$ cat src/rtl/order_table_pkg.sv
// Shared defaults and state encoding for the order table arbiter.
// Imported by the top and its arbiter sub-module.
package order_table_pkg;
   localparam int ADDR_W_DEF = 12;
   localparam int DATA_W_DEF = 241;

   typedef enum logic {
      ST_INIT = 1'b0,
      ST_RUN  = 1'b1
   } state_t;
endpackage

$ cat src/rtl/rr_arbiter2.sv
// Two-way round-robin grant for the write and read requesters.
// The pointer favours write out of reset, then the port not granted last.
module rr_arbiter2 (
   input  logic clk,
   input  logic rst_n,
   input  logic en,
   input  logic req_wr,
   input  logic req_rd,
   output logic gnt_wr,
   output logic gnt_rd
);
   logic prio_rd;

   always_comb begin
      gnt_wr = 1'b0;
      gnt_rd = 1'b0;
      if (en) begin
         unique case (1'b1)
            (req_wr && req_rd): begin
               gnt_wr = !prio_rd;
               gnt_rd = prio_rd;
            end
            (req_wr && !req_rd): gnt_wr = 1'b1;
            (!req_wr && req_rd): gnt_rd = 1'b1;
            default: ;
         endcase
      end
   end

   always_ff @(posedge clk or negedge rst_n) begin
      if (!rst_n) begin
         prio_rd <= 1'b0;
      end else if (gnt_wr) begin
         prio_rd <= 1'b1;
      end else if (gnt_rd) begin
         prio_rd <= 1'b0;
      end
   end
endmodule

$ cat src/rtl/order_content_arbiter.sv
// Order table front end: zero-fills the RAM, then arbitrates one
// insert and one lookup requester onto a single-port RAM.
module order_content_arbiter
   import order_table_pkg::*;
#(
   parameter int ADDR_W = ADDR_W_DEF,
   parameter int DATA_W = DATA_W_DEF
) (
   input  logic              axis_aclk,
   input  logic              axis_resetn,
   input  logic              clear,
   input  logic              wr_req,
   input  logic [ADDR_W-1:0] wr_addr,
   input  logic [DATA_W-1:0] wr_data,
   output logic              wr_ack,
   input  logic              rd_req,
   input  logic [ADDR_W-1:0] rd_addr,
   output logic              rd_ack,
   output logic              rd_vld,
   output logic [DATA_W-1:0] rd_data,
   output logic [ADDR_W-1:0] ram_addr,
   output logic [DATA_W-1:0] ram_din,
   output logic              ram_we,
   input  logic [DATA_W-1:0] ram_dout,
   output logic              init_done
);
   localparam logic [ADDR_W:0] CNT_ONE = {{ADDR_W{1'b0}}, 1'b1};

   state_t          state;
   logic [ADDR_W:0] cnt;
   logic            arb_en;
   logic            gnt_wr;
   logic            gnt_rd;

   // clear wins over any request in the same cycle
   assign arb_en  = (state == ST_RUN) && !clear;
   assign rd_data = rd_vld ? ram_dout : '0;

   rr_arbiter2 u_arb (
      .clk    (axis_aclk),
      .rst_n  (axis_resetn),
      .en     (arb_en),
      .req_wr (wr_req && !wr_ack),
      .req_rd (rd_req && !rd_ack),
      .gnt_wr (gnt_wr),
      .gnt_rd (gnt_rd)
   );

   always_ff @(posedge axis_aclk or negedge axis_resetn) begin
      if (!axis_resetn) begin
         state     <= ST_INIT;
         cnt       <= '0;
         wr_ack    <= 1'b0;
         rd_ack    <= 1'b0;
         rd_vld    <= 1'b0;
         ram_we    <= 1'b0;
         ram_addr  <= '0;
         ram_din   <= '0;
         init_done <= 1'b0;
      end else begin
         wr_ack <= 1'b0;
         rd_ack <= 1'b0;
         ram_we <= 1'b0;
         rd_vld <= rd_ack;
         unique case (state)
            ST_INIT: begin
               // top bit of cnt marks the last address as written
               if (clear) begin
                  cnt <= '0;
               end else if (!cnt[ADDR_W]) begin
                  ram_we   <= 1'b1;
                  ram_addr <= cnt[ADDR_W-1:0];
                  ram_din  <= '0;
                  cnt      <= cnt + CNT_ONE;
               end else begin
                  state     <= ST_RUN;
                  init_done <= 1'b1;
                  cnt       <= '0;
               end
            end
            ST_RUN: begin
               if (clear) begin
                  state     <= ST_INIT;
                  init_done <= 1'b0;
                  cnt       <= '0;
               end else if (gnt_wr) begin
                  ram_we   <= 1'b1;
                  ram_addr <= wr_addr;
                  ram_din  <= wr_data;
                  wr_ack   <= 1'b1;
               end else if (gnt_rd) begin
                  ram_addr <= rd_addr;
                  rd_ack   <= 1'b1;
               end
            end
            default: state <= ST_INIT;
         endcase
      end
   end
endmodule

$ cat config.mk
export PLATFORM = sky130hd
export DESIGN_NAME = order_content_arbiter
export DESIGN_NICKNAME = d
export VERILOG_FILES = /design/src/rtl/order_table_pkg.sv /design/src/rtl/rr_arbiter2.sv /design/src/rtl/order_content_arbiter.sv
export SDC_FILE = /design/constraint.sdc
export NUM_CORES = 1
export LEC_CHECK = 0
export ABC_AREA = 1
export BUFFER_PORTS_ARGS = -buffer_cell sky130_fd_sc_hd__buf_2
export CORE_AREA = 4 4 386 388
export DETAILED_ROUTE_END_ITERATION = 7
export DIE_AREA = 0 0 390 392
export PLACE_DENSITY_LB_ADDON = 0.2
export SETUP_SLACK_MARGIN = 0.2
export SYNTH_ARGS = -nofsm -noshare
export SYNTH_HDL_FRONTEND = slang
export SYNTH_HIERARCHICAL = 1
export SYNTH_SLANG_ARGS = --single-unit
$ cat constraint.sdc
create_clock -name axis_aclk -period 2.1 [get_ports axis_aclk]
set_input_delay 0.525 -clock axis_aclk [delete_from_list [all_inputs] [get_ports axis_aclk]]
set_output_delay 0.525 -clock axis_aclk [all_outputs]
set_load 0.01 [all_outputs]
* Word level (Yosys, flattened, before mapping)
Cells that the tools add are included.
Storage, ports and cells: input port bits 511, output and inout port bits 499, register bits after elaboration 273, logic and storage cells 75
Cells by class: reductions and logical operators 16, mux-type cells 40, eq/ne operators 7, bitwise operators 1, add/sub/neg operators 1
Operator list (count):
- 241-bit 2-to-1 mux | 5
- 241-bit case mux with 2 select lines | 1
- 12-bit 2-to-1 mux | 5
- 13-bit 2-to-1 mux | 3
- 13-bit case mux with 2 select lines | 1
- 12-bit case mux with 2 select lines | 1
- 1-bit 2-to-1 mux | 19
- 13-bit by 1-bit adder with 13-bit output (second input constant) | 1
- 2-bit != test (second input constant) | 5
- 1-bit case mux with 2 select lines | 5
- 4-bit AND reduction | 2
- 1-bit logical AND | 6
- 1-bit logical NOT | 6
- 3-bit by 1-bit != test with 1-bit output (second input constant) | 1
- 3-bit AND reduction | 1
- 2-bit by 1-bit != test with 1-bit output (second input constant) | 1
- 2-bit nonzero test | 1
- 1-bit NOT | 1

* Depth between registers and ports, before layout
word-level depth 10, depth in mapped cells 14, depth with buffers taken out 11

* By module
The synthesis kept the hierarchy.
By module, submodules not included:
- order_content_arbiter | area an instance 13457.9 sq um, instances 1, cells an instance 1810, seq. area each 6806.5 sq um
- rr_arbiter2 | area an instance 63.8 sq um, instances 1, cells an instance 11, seq. area each 25.0 sq um

* Least setup slack after synthesis
No wires, ideal clock.
path type input port to flip-flop, start input clear, end register ram_addr[4], library setup time 0.124 ns, buffers on the path 2, setup slack 0.214 ns, required time 1.976 ns, data arrival time 1.762 ns, stages on the path 12, cell sequence nor2_8 nand2_1 inv_1 nand2_1 inv_1 buf_2 clkinv_1 clkbuf_1 nand2_1 o21ai_0 a21oi_1 a21oi_1
On the way: longest elaborated chain between the ends 6, elaborated cells on any way between the ends 11, those cells by class 3 x eq/ne; 5 x mux; 3 x reduce/logical
RTL lines:
- start, declared | RTL line order_content_arbiter.sv:11 | input logic clear,
- 1-bit logical NOT * | RTL line order_content_arbiter.sv:36 | assign arb_en = (state == ST_RUN) && !clear;
- 1-bit logical AND * | RTL line order_content_arbiter.sv:36
- 1-bit 2-to-1 mux * | RTL line rr_arbiter2.sv:17 | if (en) begin
- via gnt_wr | RTL line order_content_arbiter.sv:32 | logic gnt_wr;
- 12-bit 2-to-1 mux | RTL line order_content_arbiter.sv:86 | end else if (gnt_wr) begin
- 12-bit 2-to-1 mux | RTL line order_content_arbiter.sv:82 | if (clear) begin
- 12-bit case mux with 2 select lines | RTL line order_content_arbiter.sv:65 | unique case (state)
- end signal, assigned | RTL line order_content_arbiter.sv:72 | ram_addr <= cnt[ADDR_W-1:0];
- end signal, assigned | RTL line order_content_arbiter.sv:88 | ram_addr <= wr_addr;
- end signal, assigned | RTL line order_content_arbiter.sv:92 | ram_addr <= rd_addr;
- end, declared | RTL line order_content_arbiter.sv:21 | output logic [ADDR_W-1:0] ram_addr,
The timed path passes the listed nets; every way through them passes the cells marked *. The select of a mux whose other input is x is not followed. A chain may end at the register's enable or synchronous reset.

* Worst setup path after layout
start register rd_vld, end output rd_data[105]
On the way: longest elaborated chain between the ends 1
RTL lines:
- start, declared | RTL line order_content_arbiter.sv:19 | output logic rd_vld,
- start signal, assigned | RTL line order_content_arbiter.sv:64 | rd_vld <= rd_ack;
- 241-bit 2-to-1 mux | RTL line order_content_arbiter.sv:37 | assign rd_data = rd_vld ? ram_dout : '0;
- end, declared | RTL line order_content_arbiter.sv:20 | output logic [DATA_W-1:0] rd_data,
No other way between the ends.

==> flow_metrics.env <==
export IMPL_root_buffer="clkbuf_16"
export IMPL_ys_ff_latch=273
export IMPL_powerDensity_nw_per_um2=575.1
export IMPL_path_class="flip-flop to primary output"
export IMPL_final_util_pct=16.60
export IMPL_firstDrtPassIters=5
export IMPL_antenna_found_initial=103
export IMPL_grt_usage_pct=14.98
export IMPL_start_kind="flip-flop"
export IMPL_grt_max_degree=121
export IMPL_post_dp_hpwl_um=101000
export IMPL_p_leak_nw=15.14
export IMPL_drv_cap=0
export IMPL_cts_htree_levels=2
export IMPL_drive_gt1_share_pct=44.83
export IMPL_dp_slack_ns=-0.05903
export IMPL_hp_class="primary input to flip-flop"
export IMPL_drt_wl_total_um=120800
export IMPL_ys_warn_count=6
export IMPL_fillers=16860
export IMPL_cts_buffers=41
export IMPL_maxSlewViolCount=0
export IMPL_area_delta_synth_final_pct=78.47
export IMPL_final_antenna_net_count=0
export IMPL_row_count=140
export IMPL_p_comb_share_pct=9.4
export IMPL_outcome="complete, but fails checks"
export IMPL_setup_viol=242
export IMPL_slowest_stage="dfrtp_4"
export IMPL_avgSynthCellArea_um2=7.425
export IMPL_cp_slowest_stage_delay_ns=0.53
export IMPL_overflow=0
export IMPL_swShare_pct=26.66
export IMPL_die_h_um=392
export IMPL_netlist_area_um2=13520
export IMPL_clock_sinks=273
export IMPL_start_util_pct=9.300
export IMPL_stdcell_count=4803
export IMPL_nNetsFinal=3348
export IMPL_endpoint_kind="primary output"
export IMPL_cp_required_ns=1.57
export IMPL_io_pin_count=1010
export IMPL_place_inst=4695
export IMPL_largest_reg_flops=241
export IMPL_synth_seq_area_share_pct=50.52
export IMPL_synth_top_area_share_pct=50.52
export IMPL_mostFrequentLayoutCells="buf_2, nand3_1, nand2_1, dfrtp_1, inv_1"
export IMPL_core_area_um2=145400
export IMPL_grt_pass1_vias=16870
export IMPL_fin_skew_ns=0.03480
export IMPL_synth_distinct_cells=24
export IMPL_cp_top_family="flip-flops"
export IMPL_clkPwrFrac_pct=51.8
export IMPL_grt_first_pass_wirelength_um=156600
export IMPL_rsz0062_at_grt="true"
export IMPL_reg_top3="ram_din: 241 flops, cnt: 13 flops, ram_addr: 12 flops"
export IMPL_viasPerCell=3.497
export IMPL_syn_instance_count=1821
export IMPL_final_common_cell="buf_2"
export IMPL_clk_latency_ns=0.60
export IMPL_clkTransAtPathRegs_ns=0.06
export IMPL_dieArea_um2=152900
export IMPL_max_clock_freq_mhz=431.3
export IMPL_synth_fp_nets=2333
export IMPL_tns_ns=-37.22
export IMPL_worst_pin_slew_ns=0.8434
export IMPL_period_minus_slack_ns=2.318
export IMPL_min_period_over_period_pct=110.4
export IMPL_top_register="ram_din"
export IMPL_max_slew_margin_rel_pct=43.77
export IMPL_synth_top_cell_by_area="dfrtp_1"
export IMPL_wl_per_cell_um=25.14
export IMPL_final_hold_violation_count=0
export IMPL_clockBufferDepth=3
export IMPL_p_sw_mw=3.700
export IMPL_via_count=16800
export IMPL_p_int_mw=10.18
export IMPL_cts_tree="built"
export IMPL_crit_path_cell_trace="buf_12 > nand2_1 > inv_1 > buf_2"
export IMPL_crit_arrival_ns=1.79
export IMPL_drtIter0Drc=844
export IMPL_setup_slack_ns=-0.2184
export IMPL_crit_buf_inv=3
export IMPL_violations="negative setup slack"
export IMPL_pwr_share_seq_pct=38.8
export IMPL_synth_area_leaders="dfrtp_1, nand3_1, nand2_1"
export IMPL_die_width_um=390
export IMPL_crit_path_max_fanout=14
export IMPL_io_buffers=1009
export IMPL_drc_errors=0
export IMPL_gp_congestion=0.8785
export IMPL_ir_drop_mv=0.4786
[layer usage]
metal	part of all wire (%)	GRT usage, %	vias to the layer above	wire length [um]
li1	-	-	7741	-
met1	36	15.73	8052	43890
met2	51	27.49	724	62110
met3	8.8	5.982	237	10670
met4	3.1	4.291	44	3793
met5	0.23	0	-	283
[repair_timing]
item                       4_1_cts  5_1_grt
pin swaps                        0       13
setup endpoints to repair      244      441
hold endpoints to repair        17        0
cloned                           4        5
setup buffers                    3        2
resized for setup              128      210
hold buffers                     1        0
[power by group through the flow]
stage	logic [mW]	clock network, mW	registers [mW]
finish	1.30	7.20	5.38
global route	1.43	7.75	5.38
CTS	1.34	7.56	5.38
global placement	1.33	0	5.47
detailed placement	1.33	0	5.47
floorplan	0.268	0	5.47
[kinds of logic after synthesis]
group                      Yosys count  synth area share [%]
and+or+nand+nor                   1082                 35.00
buffers and inverters              416                 12.40
DFF                                273                 50.52
AOI/OAI and AO/OA                   47                 1.860
xor gates and xnor gates             2                0.1296
adders and majority gates            1               0.09252
[area by class of cell]
| class | count | area, um2 | share of cell area [%] |
|---|---|---|---|
| repair buffers | 1113 | 7103 | 29.43 |
| flip-flops and latches | 273 | 6839 | 28.34 |
| multi-input cells | 1132 | 5306 | 21.99 |
| well taps | 1917 | 2399 | 9.939 |
| clock buffers | 59 | 1224 | 5.071 |
| inverters | 275 | 1035 | 4.288 |
| clock inverters | 12 | 171.4 | 0.7103 |
| diodes | 22 | 55.05 | 0.2281 |
[cell usage after synthesis]
master,count
a21oi_1,23
a22oi_1,4
buf_1,1
buf_2,69
buf_4,7
clkbuf_1,64
clkinv_1,1
dfrtp_1,273
ha_1,1
inv_1,273
inv_4,1
nand2_1,535
nand2_2,1
nand2_4,2
nand3_1,499
nand4_1,5
nor2_1,39
nor2_8,1
o21a_1,1
o21ai_0,17
o21bai_1,1
o22ai_1,1
xnor2_1,1
xor2_1,1
[worst register-to-register path: stages, from the launching register on]
cell	delay (ns)
dfrtp_4	0.48
inv_4	0.09
nor2_8	0.03
nand2_1	0.06
inv_1	0.04
nand2_1	0.08
inv_2	0.08
nand2_8	0.11
buf_4	0.25
buf_12	0.29
nand3_1	0.14
nand2_1	0.08
[path summary, 6_finish.rpt]
kind,from,slack (ns),cells after the start,end
setup / recovery,rd_vld,-0.22,4,rd_data[105]
hold / removal,wr_data[50],0.15,3,ram_din[50]
setup reg to reg,state,0.33,11,ram_din[234]
hold reg to reg,ram_din[106],0.50,2,ram_din[106]
max in group asynchronous,axis_resetn,0.95,4,ram_addr[11]
min in group asynchronous,axis_resetn,0.39,2,ram_din[173]
[metrics by stage]
stage	hold slack (ns)	cell area (um2)	power, mW
floorplan	0.2294	13520	5.740
global placement	0.4211	21410	6.803
detailed placement	0.4199	21410	6.800
CTS	0.07271	23360	14.27
global route	0.09557	24100	14.57
finish	0.1489	24130	13.88
No activity file was read; power rests on OpenSTA's default activity.
